$ cat src/rtl/fetch_unit.sv
// PC generation and one-entry instruction register for the multi-cycle CPU.
// Handles redirects (branch/jump/jr), halt, and sticky fetch faults.
module fetch_unit #(
    parameter logic [31:0] RESET_PC = 32'h0000_0000,
    parameter int unsigned IM_DEPTH = 256
) (
    input  logic        clk,
    input  logic        reset,
    output logic [31:0] pc_out,
    input  logic [31:0] instr_in,
    output logic [31:0] ir_out,
    output logic [31:0] ir_pc,
    output logic        ir_valid,
    input  logic        ir_ready,
    input  logic        redirect_valid,
    input  logic [1:0]  redirect_sel,
    input  logic [15:0] branch_imm,
    input  logic [25:0] jump_index,
    input  logic [31:0] jr_target,
    input  logic        halt,
    output logic        fault,
    output logic [31:0] fetch_count
);
    // state   | meaning
    // RUN     | fetching sequentially, one word per load
    // BUBBLE  | single empty slot after a taken redirect
    // HALTED  | no more loads until reset
    typedef enum logic [1:0] {RUN, BUBBLE, HALTED} state_t;
    state_t state;

    localparam logic [31:0] DEPTH_W = 32'(IM_DEPTH);

    logic        transfer;
    logic        load;
    logic [31:0] ir_pc_plus4;
    logic [31:0] pc_plus4;
    logic [31:0] branch_target;
    logic [31:0] jump_target;
    logic [31:0] target;
    logic        target_ok;
    logic        seq_ok;

    always_comb begin
        transfer      = ir_valid & ir_ready;
        load          = !ir_valid | transfer;
        ir_pc_plus4   = ir_pc + 32'd4;
        pc_plus4      = pc_out + 32'd4;
        branch_target = ir_pc_plus4 + {{14{branch_imm[15]}}, branch_imm, 2'b00};
        jump_target   = {ir_pc_plus4[31:28], jump_index, 2'b00};
        case (redirect_sel)
            2'b00:   target = branch_target;
            2'b01:   target = jump_target;
            default: target = jr_target;
        endcase
        target_ok = (target[1:0] == 2'b00) && ({2'b00, target[31:2]} < DEPTH_W)
                    && (redirect_sel != 2'b11);
        seq_ok    = {2'b00, pc_plus4[31:2]} < DEPTH_W;
    end

    always_ff @(posedge clk) begin
        if (reset) begin
            state       <= RUN;
            pc_out      <= RESET_PC;
            ir_out      <= 32'd0;
            ir_pc       <= 32'd0;
            ir_valid    <= 1'b0;
            fault       <= 1'b0;
            fetch_count <= 32'd0;
        end else begin
            case (state)
                RUN, BUBBLE: begin
                    if (transfer && redirect_valid) begin
                        // the word at pc_out is wrong-path and is dropped
                        ir_valid <= 1'b0;
                        if (target_ok) begin
                            pc_out <= target;
                            state  <= halt ? HALTED : BUBBLE;
                        end else begin
                            fault <= 1'b1;
                            state <= HALTED;
                        end
                    end else if (halt) begin
                        if (transfer) ir_valid <= 1'b0;
                        state <= HALTED;
                    end else if (load) begin
                        ir_out      <= instr_in;
                        ir_pc       <= pc_out;
                        ir_valid    <= 1'b1;
                        fetch_count <= fetch_count + 32'd1;
                        if (seq_ok) begin
                            pc_out <= pc_plus4;
                            state  <= RUN;
                        end else begin
                            fault <= 1'b1;
                            state <= HALTED;
                        end
                    end
                end
                default: begin
                    if (transfer) ir_valid <= 1'b0;
                end
            endcase
        end
    end
endmodule

$ cat config.mk
export PLATFORM = sky130hd
export DESIGN_NAME = fetch_unit
export DESIGN_NICKNAME = d
export VERILOG_FILES = /design/src/rtl/fetch_unit.sv
export SDC_FILE = /design/constraint.sdc
export NUM_CORES = 1
export LEC_CHECK = 0
export CAP_MARGIN = 20
export CORE_MARGIN = 2
export CORE_UTILIZATION = 54
export DETAILED_ROUTE_END_ITERATION = 16
export DONT_BUFFER_PORTS = 1
export PLACE_DENSITY = 0.75
export SYNTH_ARGS = -nofsm -noshare
export SYNTH_HDL_FRONTEND = slang
export SYNTH_SLANG_ARGS = --single-unit
$ cat constraint.sdc
create_clock -name clk -period 3.85 [get_ports clk]
set_input_delay 0.9625 -clock clk [delete_from_list [all_inputs] [get_ports clk]]
set_output_delay 0.9625 -clock clk [all_outputs]
set_load 0.005 [all_outputs]
==> flow_summary.ini, run 1 <==
[outcome]
status = finished, violations left
violations = negative setup slack

[grt]
grt_pass1_vias = 8098
grt_max_degree = 113
grt_pass1_wl_mm = 40.3
antenna_found_initial = 1
grt_usage_pct = 31.2
grt_overflow = 0

[yosys]
syn_area_per_cell_sq_um = 7.64
synthCells = 1049
async_flop_share_pct = 0
synthTopCellsByArea = dfxtp_1 (33%), nand2_1 (9.5%), a21oi_1 (6.6%)
ys.flop_type = dfxtp_1
netlist_top_cells_count = nand2_1 (202), dfxtp_1 (131), a21oi_1 (105)
synth-seq-cells = 131
ys_seq_area_share_pct = 32.7
synth_edf_count = 0
yosys.area.top_type = dfxtp_1
yosysTopAreaCellShare_pct = 32.7
synth_fp_nets = 1197
yosysMostFrequentCell = nand2_1
yosysWarnings = 0
netlist_area_sq_um = 8020
yosysUniqueCellTypes = 75

[finish]
fillers = 1100
fin_util_pct = 72.6
area_delta_synth_final_pct = 31.6
final_nets = 1338
design_area_sq_um = 10600
drive_above_1_share_pct = 25.7

[place]
dp_hpwl_mm = 18.6
placed_area_sq_um = 9260
gp_congestion = 0.972
numPortBuffers = 0

[detailed_routing]
drtPass1Iterations = 8
drt_first_iter_violations = 686
drt-wirelength-per-cell_um = 18.7
vias_per_cell = 6.04
wirelength_mm = 25.9
drtAntennaViolNets = 0
post-route-drc-count = 0
num_vias = 8385

[timing]
setup_viol = 34
fin_ws_ns = -0.519
slew_viol_final = 0
whs_ns = 0.473
tns_ns = -15.09
tightest_slew_ns = 1.01
rsz0062_at_grt = yes
final_hold_viol_count = 0
fmax_mhz = 229
finalCritPeriodShare_pct = 113
slew_headroom_pct = 32.1
skew_ns = 0.00626
period_minus_slack_ns = 4.37

[clocking]
clk_pin_slew_ns = 0.06
cts_hold_buf = 0
clk_path_buf_depth = 2
cts_root_buf = clkbuf_16
numCtsBuffers = 17
clock-sinks = 131
cts_tree = yes
clk_latency_ns = 0.41
h-tree-depth = 4

[setup_path]
critPathKind = flip-flop to flip-flop
start_kind = flip-flop
worst-endpoint-required_ns = 4.15
critPathCaptureType = flip-flop
path_max_fanout = 6
cp.arrival_ns = 4.67

[die]
coreArea_sq_um = 14500
dieArea_sq_um = 15800
placementRows = 44
die_h_um = 126
chipWidth_um = 126
io_pins = 243
start_util_pct = 55.2

[power_and_ir_drop]
ir_worst_vdd_uv = 429
p_leak_nw = 4.22
p_per_area_nw_per_um2 = 342
p_total_mw = 3.61

[min_path]
min_path_type = flip-flop to flip-flop

[job]
maxCapViolCount = 0
cells by family after synthesis:
logic type | after synthesis | share of synthesized area (%)
xor gates and xnor gates | 87 | 9.51
buffers and inverters | 66 | 3.42
muxes | 7 | 0.874
and+or+nand+nor | 476 | 28.2
AOI/OAI and AO/OA | 247 | 19.7
DFF | 131 | 32.7
adders and majority gates | 35 | 5.56
through the flow:
stage | setup slack, ns | instances
after floorplan | -0.168 | 1049
after CTS | -0.389 | 1381
after detailed placement | -0.537 | 1332
final | -0.519 | 1388
after global routing | -0.616 | 1388
after global placement | -0.475 | 1332
cell type report:
type                    instances  area [sq um]  share of cell area (%)
flip-flops and latches        131          2650                    25.1
diodes                          1          2.50                  0.0237
well taps                     184           230                    2.18
clock buffers                  20           458                    4.34
inverters                      19          73.8                   0.700
clock inverters                12           203                    1.92
multi-input cells             855          5640                    53.4
repair buffers                166          1300                    12.4
power breakdown:
part           internal (mW)  switching, mW  total [mW]
logic                  0.174          0.222       0.396
clock network           1.19          0.586        1.78
registers               1.39         0.0460        1.44
total                   2.75          0.854        3.61
worst max-delay path: stages (launching register included):
cell and delay, ns:
dfxtp_2 0.33, and4_4 0.22, nand4_1 0.18, nor3_4 0.38
nand3_1 0.14, xnor2_1 0.17, ha_1 0.36, a21oi_2 0.21
o211ai_1 0.15, nor4_1 0.22, nor2_1 0.08, or4_4 0.55
xnor2_4 0.18, o2111ai_4 0.18, o31ai_4 0.37, buf_6 0.17
buf_6 0.11, a21oi_4 0.08, and2_1 0.16
sequential cells by signal, summed over array words and instances (netlist names):
signal	count
ir_out	32
ir_pc	32
ir_valid	1
pc_out	32
fetch_count	32
fault	1
state	1
layer usage:
metal,up-vias,track usage [%],share of wire (%)
li1,4011,-,-
met1,3920,36.4,39
met2,388,54.7,50
met3,66,9.43,9.2
met4,0,10.3,2.4
met5,-,0,0
path summary, 6_finish.rpt:
path                                 from                      end  slack (ns)  cells after the start
setup / recovery   ir_pc[14]$_SDFFE_PP0P_  pc_out[14]$_SDFFE_PP0P_       -0.52                     18
hold / removal    ir_out[21]$_SDFFE_PP0P_  ir_out[21]$_SDFFE_PP0P_        0.47                      2
setup reg to reg   ir_pc[14]$_SDFFE_PP0P_  pc_out[14]$_SDFFE_PP0P_       -0.52                     18
hold reg to reg   ir_out[21]$_SDFFE_PP0P_  ir_out[21]$_SDFFE_PP0P_        0.47                      2
cells in the final DEF, fill, tap and decap left out, types with 17 or more instances in the layout:
| cell | instances |
|---|---|
| nand2_1 | 197 |
| xnor2_1 | 42 |
| buf_4 | 154 |
| nor3_1 | 18 |
| ha_1 | 31 |
| nand4_1 | 22 |
| o21ai_0 | 28 |
| inv_1 | 17 |
| dfxtp_1 | 119 |
| and3_1 | 21 |
| clkbuf_16 | 18 |
| nor2_1 | 71 |
| and2_1 | 22 |
| xor2_1 | 35 |
| a21oi_1 | 92 |
| nand3_1 | 42 |
timing repair:
action,CTS,global route
setup buffers,13,8
endpoints found under the setup margin,34,34
gates cloned,4,0
resized for setup,57,46
pin swaps,27,40
Power figures use the tool's default switching activity.
==> run 2: changes to the inputs <==
- BUFFER_PORTS_ARGS: not set -> -buffer_cell sky130_fd_sc_hd__buf_4
- CORE_UTILIZATION: 54 -> 47
- CTS_BUF_LIST: not set -> sky130_fd_sc_hd__clkbuf_8 sky130_fd_sc_hd__clkbuf_16
- DONT_BUFFER_PORTS: 1 -> not set
- PLACE_DENSITY: 0.75 -> 0.8
==> run 2 against run 1 <==
  * The flow still finishes with violations (negative setup slack)
  * Via count rose by 9.6%
  * Worst setup slack improved by 0.082 ns
  * Final cell count rose by 19%
  * Die area rose by 14%
  * Critical path depth rose by 2
  * Sequential share of layout area fell by 3.6 points
  * Clock-buffer cell count rose by 2
  * Clock power fell by 9.6%
  * Sequential power barely moved
  * Largest power group unchanged
==> flow_summary.ini, run 2 (synthesis results as in run 1) <==
[setup_path]
critical_path.most_common_cell = and3_4
reg2reg_depth = 20
cp.arrival_ns = 4.61
critPathKind = flip-flop to flip-flop
start_kind = flip-flop
rrSetupSlack_ns = -0.44
r2r-end = pc_out[7]$_SDFFE_PP0P_
path_max_fanout = 5
cpPeakStageDelay_ns = 0.36
critPathCaptureType = flip-flop
cp_cell_sequence = ha_4 -> and3_4 -> and3_4 -> and3_4 -> nand2_2 -> xnor2_2 -> ha_4 -> a21oi_4 -> o21bai_1 -> a221oi_2 -> buf_4 -> o22ai_1 -> nor3_1 -> xnor2_1 -> o221ai_2 -> o2111ai_4 -> o31ai_4 -> buf_6 -> a31oi_4 -> a311oi_2
r2r-start = ir_pc[2]$_SDFFE_PP0P_
startpoint = ir_pc[2]$_SDFFE_PP0P_
worst-endpoint-required_ns = 4.17
cpMaxStageDelayCell = dfxtp_4

[grt]
grt_pass1_vias = 8739
grt_overflow = 0
antenna_found_initial = 0
grt_pass1_wl_mm = 42.3
grt_max_degree = 70
grt_usage_pct = 28.9

[finish]
fillers = 1229
fin_util_pct = 74.0
area_delta_synth_final_pct = 53.6
final_nets = 1572
fin_cells = 1657
layout_commonest_cell = buf_4
design_area_sq_um = 12300
antennaDiodeCount = 0
drive_above_1_share_pct = 38.3
final_cell_mix = buf_4 (394), nand2_1 (191), dfxtp_1 (119)

[detailed_routing]
wirelength_mm = 27.3
drt-wirelength-per-cell_um = 16.5
drtAntennaViolNets = 0
drtPass1Iterations = 7
post-route-drc-count = 0
drt_first_iter_violations = 678
num_vias = 9191
vias_per_cell = 5.55

[clocking]
cts_root_buf = clkbuf_16
numCtsBuffers = 17
h-tree-depth = 4
clk_path_buf_depth = 2
clock-sinks = 131
cts_tree = yes
clk_latency_ns = 0.41
clk_pin_slew_ns = 0.06
cts_hold_buf = 0

[die]
coreArea_sq_um = 16600
chipWidth_um = 135
dieArea_sq_um = 18100
start_util_pct = 48.2
placementRows = 47
io_pins = 243
die_h_um = 135

[timing]
tns_ns = -13.59
skew_ns = 0.00542
slew_headroom_pct = 51.3
final_hold_viol_count = 0
finalCritPeriodShare_pct = 111
whs_ns = 0.453
rsz0062_at_grt = yes
tightest_slew_ns = 0.728
fin_ws_ns = -0.437
fmax_mhz = 233
period_minus_slack_ns = 4.29
setup_viol = 34
slew_viol_final = 0

[min_path]
hold_end = ir_out[4]$_SDFFE_PP0P_
min_path_type = flip-flop to flip-flop
worstHoldStart = ir_out[4]$_SDFFE_PP0P_
holdPathStages = 2

[place]
dpl.cell_count = 1612
placed_area_sq_um = 11100
gp_congestion = 1.08
numPortBuffers = 242
pre_cts_slack_ns = -0.527
dp_hpwl_mm = 20.5

[outcome]
status = finished, violations left
violations = negative setup slack

[power_and_ir_drop]
p_leak_nw = 5.40
ir_worst_vdd_uv = 346
p_per_area_nw_per_um2 = 293
p_total_mw = 3.60

[job]
maxCapViolCount = 0
## run 2: cell types whose count changed in the layout (fill, tap and decap cells not counted), moves of 3 or more
cell	previous run	this run
a21oi_4	5	2
buf_4	154	394
buf_6	10	7
bufinv_16	5	2
clkbuf_8	0	5
clkinv_4	4	1
ha_1	31	28
ha_4	1	6
nand2_1	197	191
nand2_2	4	10
xor2_2	3	0
## run 2: where the power goes
group          leakage, nW  switching [mW]  internal [mW]
Clock                0.301           0.581           1.03
Combinational         4.03           0.284          0.279
Sequential            1.07          0.0351           1.39
Total                 5.40           0.900           2.70
## run 2: final cells by class
cell class              instances  area, sq um  share of cell area (%)
multi-input cells             852         5660                    45.9
repair buffers                403         3060                    24.9
flip-flops and latches        131         2650                    21.5
clock buffers                  22          494                    4.01
well taps                     220          275                    2.24
clock inverters                10          106                   0.864
inverters                      19         73.8                   0.599
## run 2: routing by layer
metal | routed length (um) | vias to the layer above | global-route usage, %
met3 | 2430 | 58 | 9.35
met5 | 0 | - | 0
li1 | - | 4478 | -
met1 | 10700 | 4290 | 33.4
met2 | 13500 | 365 | 50.7
met4 | 640 | 0 | 9.53
## run 2: how the worst max path moves through the flow
stage	end	depth (start not counted)
2_1_floorplan	pc_out[5]$_SDFFE_PP0P_	17
3_3_place_gp	pc_out[5]$_SDFFE_PP0P_	14
6_report	pc_out[7]$_SDFFE_PP0P_	20
4_1_cts	pc_out[3]$_SDFFE_PP0P_	19
5_1_grt	pc_out[9]$_SDFFE_PP0P_	20
3_5_place_dp	pc_out[3]$_SDFFE_PP0P_	18
## run 2: repair_timing
action,4_1_cts,5_1_grt
setup endpoints to repair,34,34
gates resized for setup,29,75
gates cloned,1,0
pin swaps,16,39
buffers inserted,7,5
## run 2: critical path, delay by kind of cell (launching register included)
kind                       cells  cell delay (ns)
xor gates and xnor gates       2             0.31
AOI/OAI and AO/OA              9             1.77
DFF                            1             0.36
adders and majority gates      2             0.38
and+or+nand+nor                5             1.02
buffers and inverters          2             0.34
==> run 3: changes to the inputs <==
- CORE_UTILIZATION: 47 -> 45
- PLACE_DENSITY: 0.8 -> 0.77
==> run 3 against run 2 <==
  * Non-clock buffer count increased by 4
  * Register-to-register slack got worse by 0.05 ns
  * Critical endpoint is now pc_out[17]$_SDFFE_PP0P_
  * Combinational power increased by 1%
  * Design area decreased by 0.20%
  * Hold slack got worse by 0.00062 ns
  * Wire length increased by 2.9%
  * Sequential share of layout area about the same
  * Via count increased by 0.26%
  * Clock skew increased by 0.0014 ns
  * The flow still finishes with violations (negative setup slack)
  * Worst setup slack got worse by 0.046 ns
  * Sequential power about the same
  * Power about the same
==> flow_summary.ini, run 3 (synthesis results as in run 1) <==
[outcome]
status = finished, violations left
violations = negative setup slack

[detailed_routing]
drt_first_iter_violations = 621
post-route-drc-count = 0
num_vias = 9215
drtAntennaViolNets = 0
drtPass1Iterations = 5
vias_per_cell = 5.53
wirelength_mm = 28.1
drt-wirelength-per-cell_um = 16.9

[finish]
layout_commonest_cell = buf_4
antennaDiodeCount = 0
final_nets = 1576
area_delta_synth_final_pct = 53.3
final_cell_mix = buf_4 (397), nand2_1 (193), dfxtp_1 (119)
fin_cells = 1665
drive_above_1_share_pct = 38.1

[power_and_ir_drop]
p_total_mw = 3.60
p_per_area_nw_per_um2 = 293
ir_worst_vdd_uv = 323
p_leak_nw = 5.44

[setup_path]
critPathCaptureType = flip-flop
cp.arrival_ns = 4.64
r2r-end = pc_out[17]$_SDFFE_PP0P_
worst-endpoint-required_ns = 4.15
r2r-start = ir_pc[3]$_SDFFE_PP0P_
critPathKind = flip-flop to flip-flop
rrSetupSlack_ns = -0.48
path_max_fanout = 11
reg2reg_depth = 20
start_kind = flip-flop

[min_path]
worstHoldStart = ir_out[31]$_SDFFE_PP0P_
min_path_type = flip-flop to flip-flop
holdPathStages = 2
hold_end = ir_out[31]$_SDFFE_PP0P_

[die]
dieArea_sq_um = 18900
die_h_um = 137
placementRows = 48
io_pins = 243
coreArea_sq_um = 17400
start_util_pct = 46.2
chipWidth_um = 137

[timing]
finalCritPeriodShare_pct = 113
slew_headroom_pct = 51.2
whs_ns = 0.452
skew_ns = 0.00684
final_hold_viol_count = 0
fmax_mhz = 231
setup_viol = 34
slew_viol_final = 0
fin_ws_ns = -0.484
rsz0062_at_grt = yes
tightest_slew_ns = 0.733
period_minus_slack_ns = 4.33

[place]
gp_congestion = 1.01
numPortBuffers = 242
dpl.cell_count = 1615
dp_hpwl_mm = 20.8

[clocking]
h-tree-depth = 4
clk_latency_ns = 0.41
clk_path_buf_depth = 2
clock-sinks = 131
cts_tree = yes
cts_root_buf = clkbuf_16
clk_pin_slew_ns = 0.06
numCtsBuffers = 17

[grt]
grt_max_degree = 70
antenna_found_initial = 0
grt_usage_pct = 28.2
grt_overflow = 0
grt_pass1_wl_mm = 42.0
grt_pass1_vias = 8651

[job]
maxCapViolCount = 0
-- run 3: cell count changes in the layout (fill, tap and decap cells not counted), sizes merged --
cell / before / now
buf: 403 / 405
inv: 20 / 19
clkinvlp: 2 / 5
clkbuf: 22 / 21
-- run 3: worst max path at each step --
stage                            from                      end  cells after the start
2_1_floorplan  ir_pc[11]$_SDFFE_PP0P_   pc_out[5]$_SDFFE_PP0P_                     17
3_3_place_gp            branch_imm[0]   pc_out[5]$_SDFFE_PP0P_                     16
3_5_place_dp            branch_imm[0]   pc_out[3]$_SDFFE_PP0P_                     16
4_1_cts         ir_pc[3]$_SDFFE_PP0P_   pc_out[3]$_SDFFE_PP0P_                     19
5_1_grt         ir_pc[2]$_SDFFE_PP0P_  pc_out[19]$_SDFFE_PP0P_                     18
6_report        ir_pc[3]$_SDFFE_PP0P_  pc_out[17]$_SDFFE_PP0P_                     20
-- run 3: cell type report --
type | instances | area [sq um]
clock buffers | 19 | 464
well taps | 225 | 282
fillers | 1377 | 5070
inverters | 19 | 71.3
repair buffers | 407 | 3130
clock inverters | 12 | 130
flip-flops and latches | 131 | 2650
multi-input cells | 852 | 5570
-- run 3: power by group --
group | internal [mW] | total, mW | switching (mW)
logic | 0.285 | 0.571 | 0.286
clock network | 1.00 | 1.60 | 0.600
registers | 1.39 | 1.43 | 0.0359
-- run 3: metrics by stage --
stage          setup TNS (ns)  util, %  area [sq um]  worst slack (ns)
2_1_floorplan           -3.94        -          8140            -0.168
3_3_place_gp           -13.73     64.2         11100            -0.474
3_5_place_dp           -14.65     64.2         11100            -0.523
4_1_cts                -10.84     69.1         12000            -0.379
5_1_grt                -20.44     70.8         12300            -0.643
6_report               -15.00     70.8         12300            -0.484
-- run 3: what timing repair did --
| action | CTS | global route |
|---|---|---|
| gates cloned | 1 | 2 |
| setup buffers | 8 | 9 |
| pin swaps | 27 | 24 |
| endpoints found under the setup margin | 34 | 34 |
| gates resized for setup | 41 | 50 |
| hold buffers | 0 | 0 |
-- run 3: critical path, cell delays in order, from the launching register on --
cell       delay (ns)
dfxtp_4          0.37
ha_4             0.13
and3_4           0.18
and3_4           0.23
nand2_2          0.08
xnor2_2          0.14
ha_1             0.35
buf_6            0.14
nand3_2          0.09
o2bb2ai_4        0.21
a41oi_4          0.14
buf_4            0.16
o311a_4          0.34
xnor2_1          0.13
o21ai_1          0.12
o21ai_1          0.09
or4_4            0.47
o31ai_4          0.36
a21oi_4          0.15
clkbuf_16        0.21
and2_1           0.13
-- run 3: routing by layer --
metal / share of wire (%) / track usage (%) / up-vias
met4: 2.4 / 9.05 / 0
met5: 0 / 0 / -
met3: 8.6 / 7.62 / 52
met1: 40 / 33.6 / 4309
met2: 49 / 49.3 / 374
li1: - / - / 4480
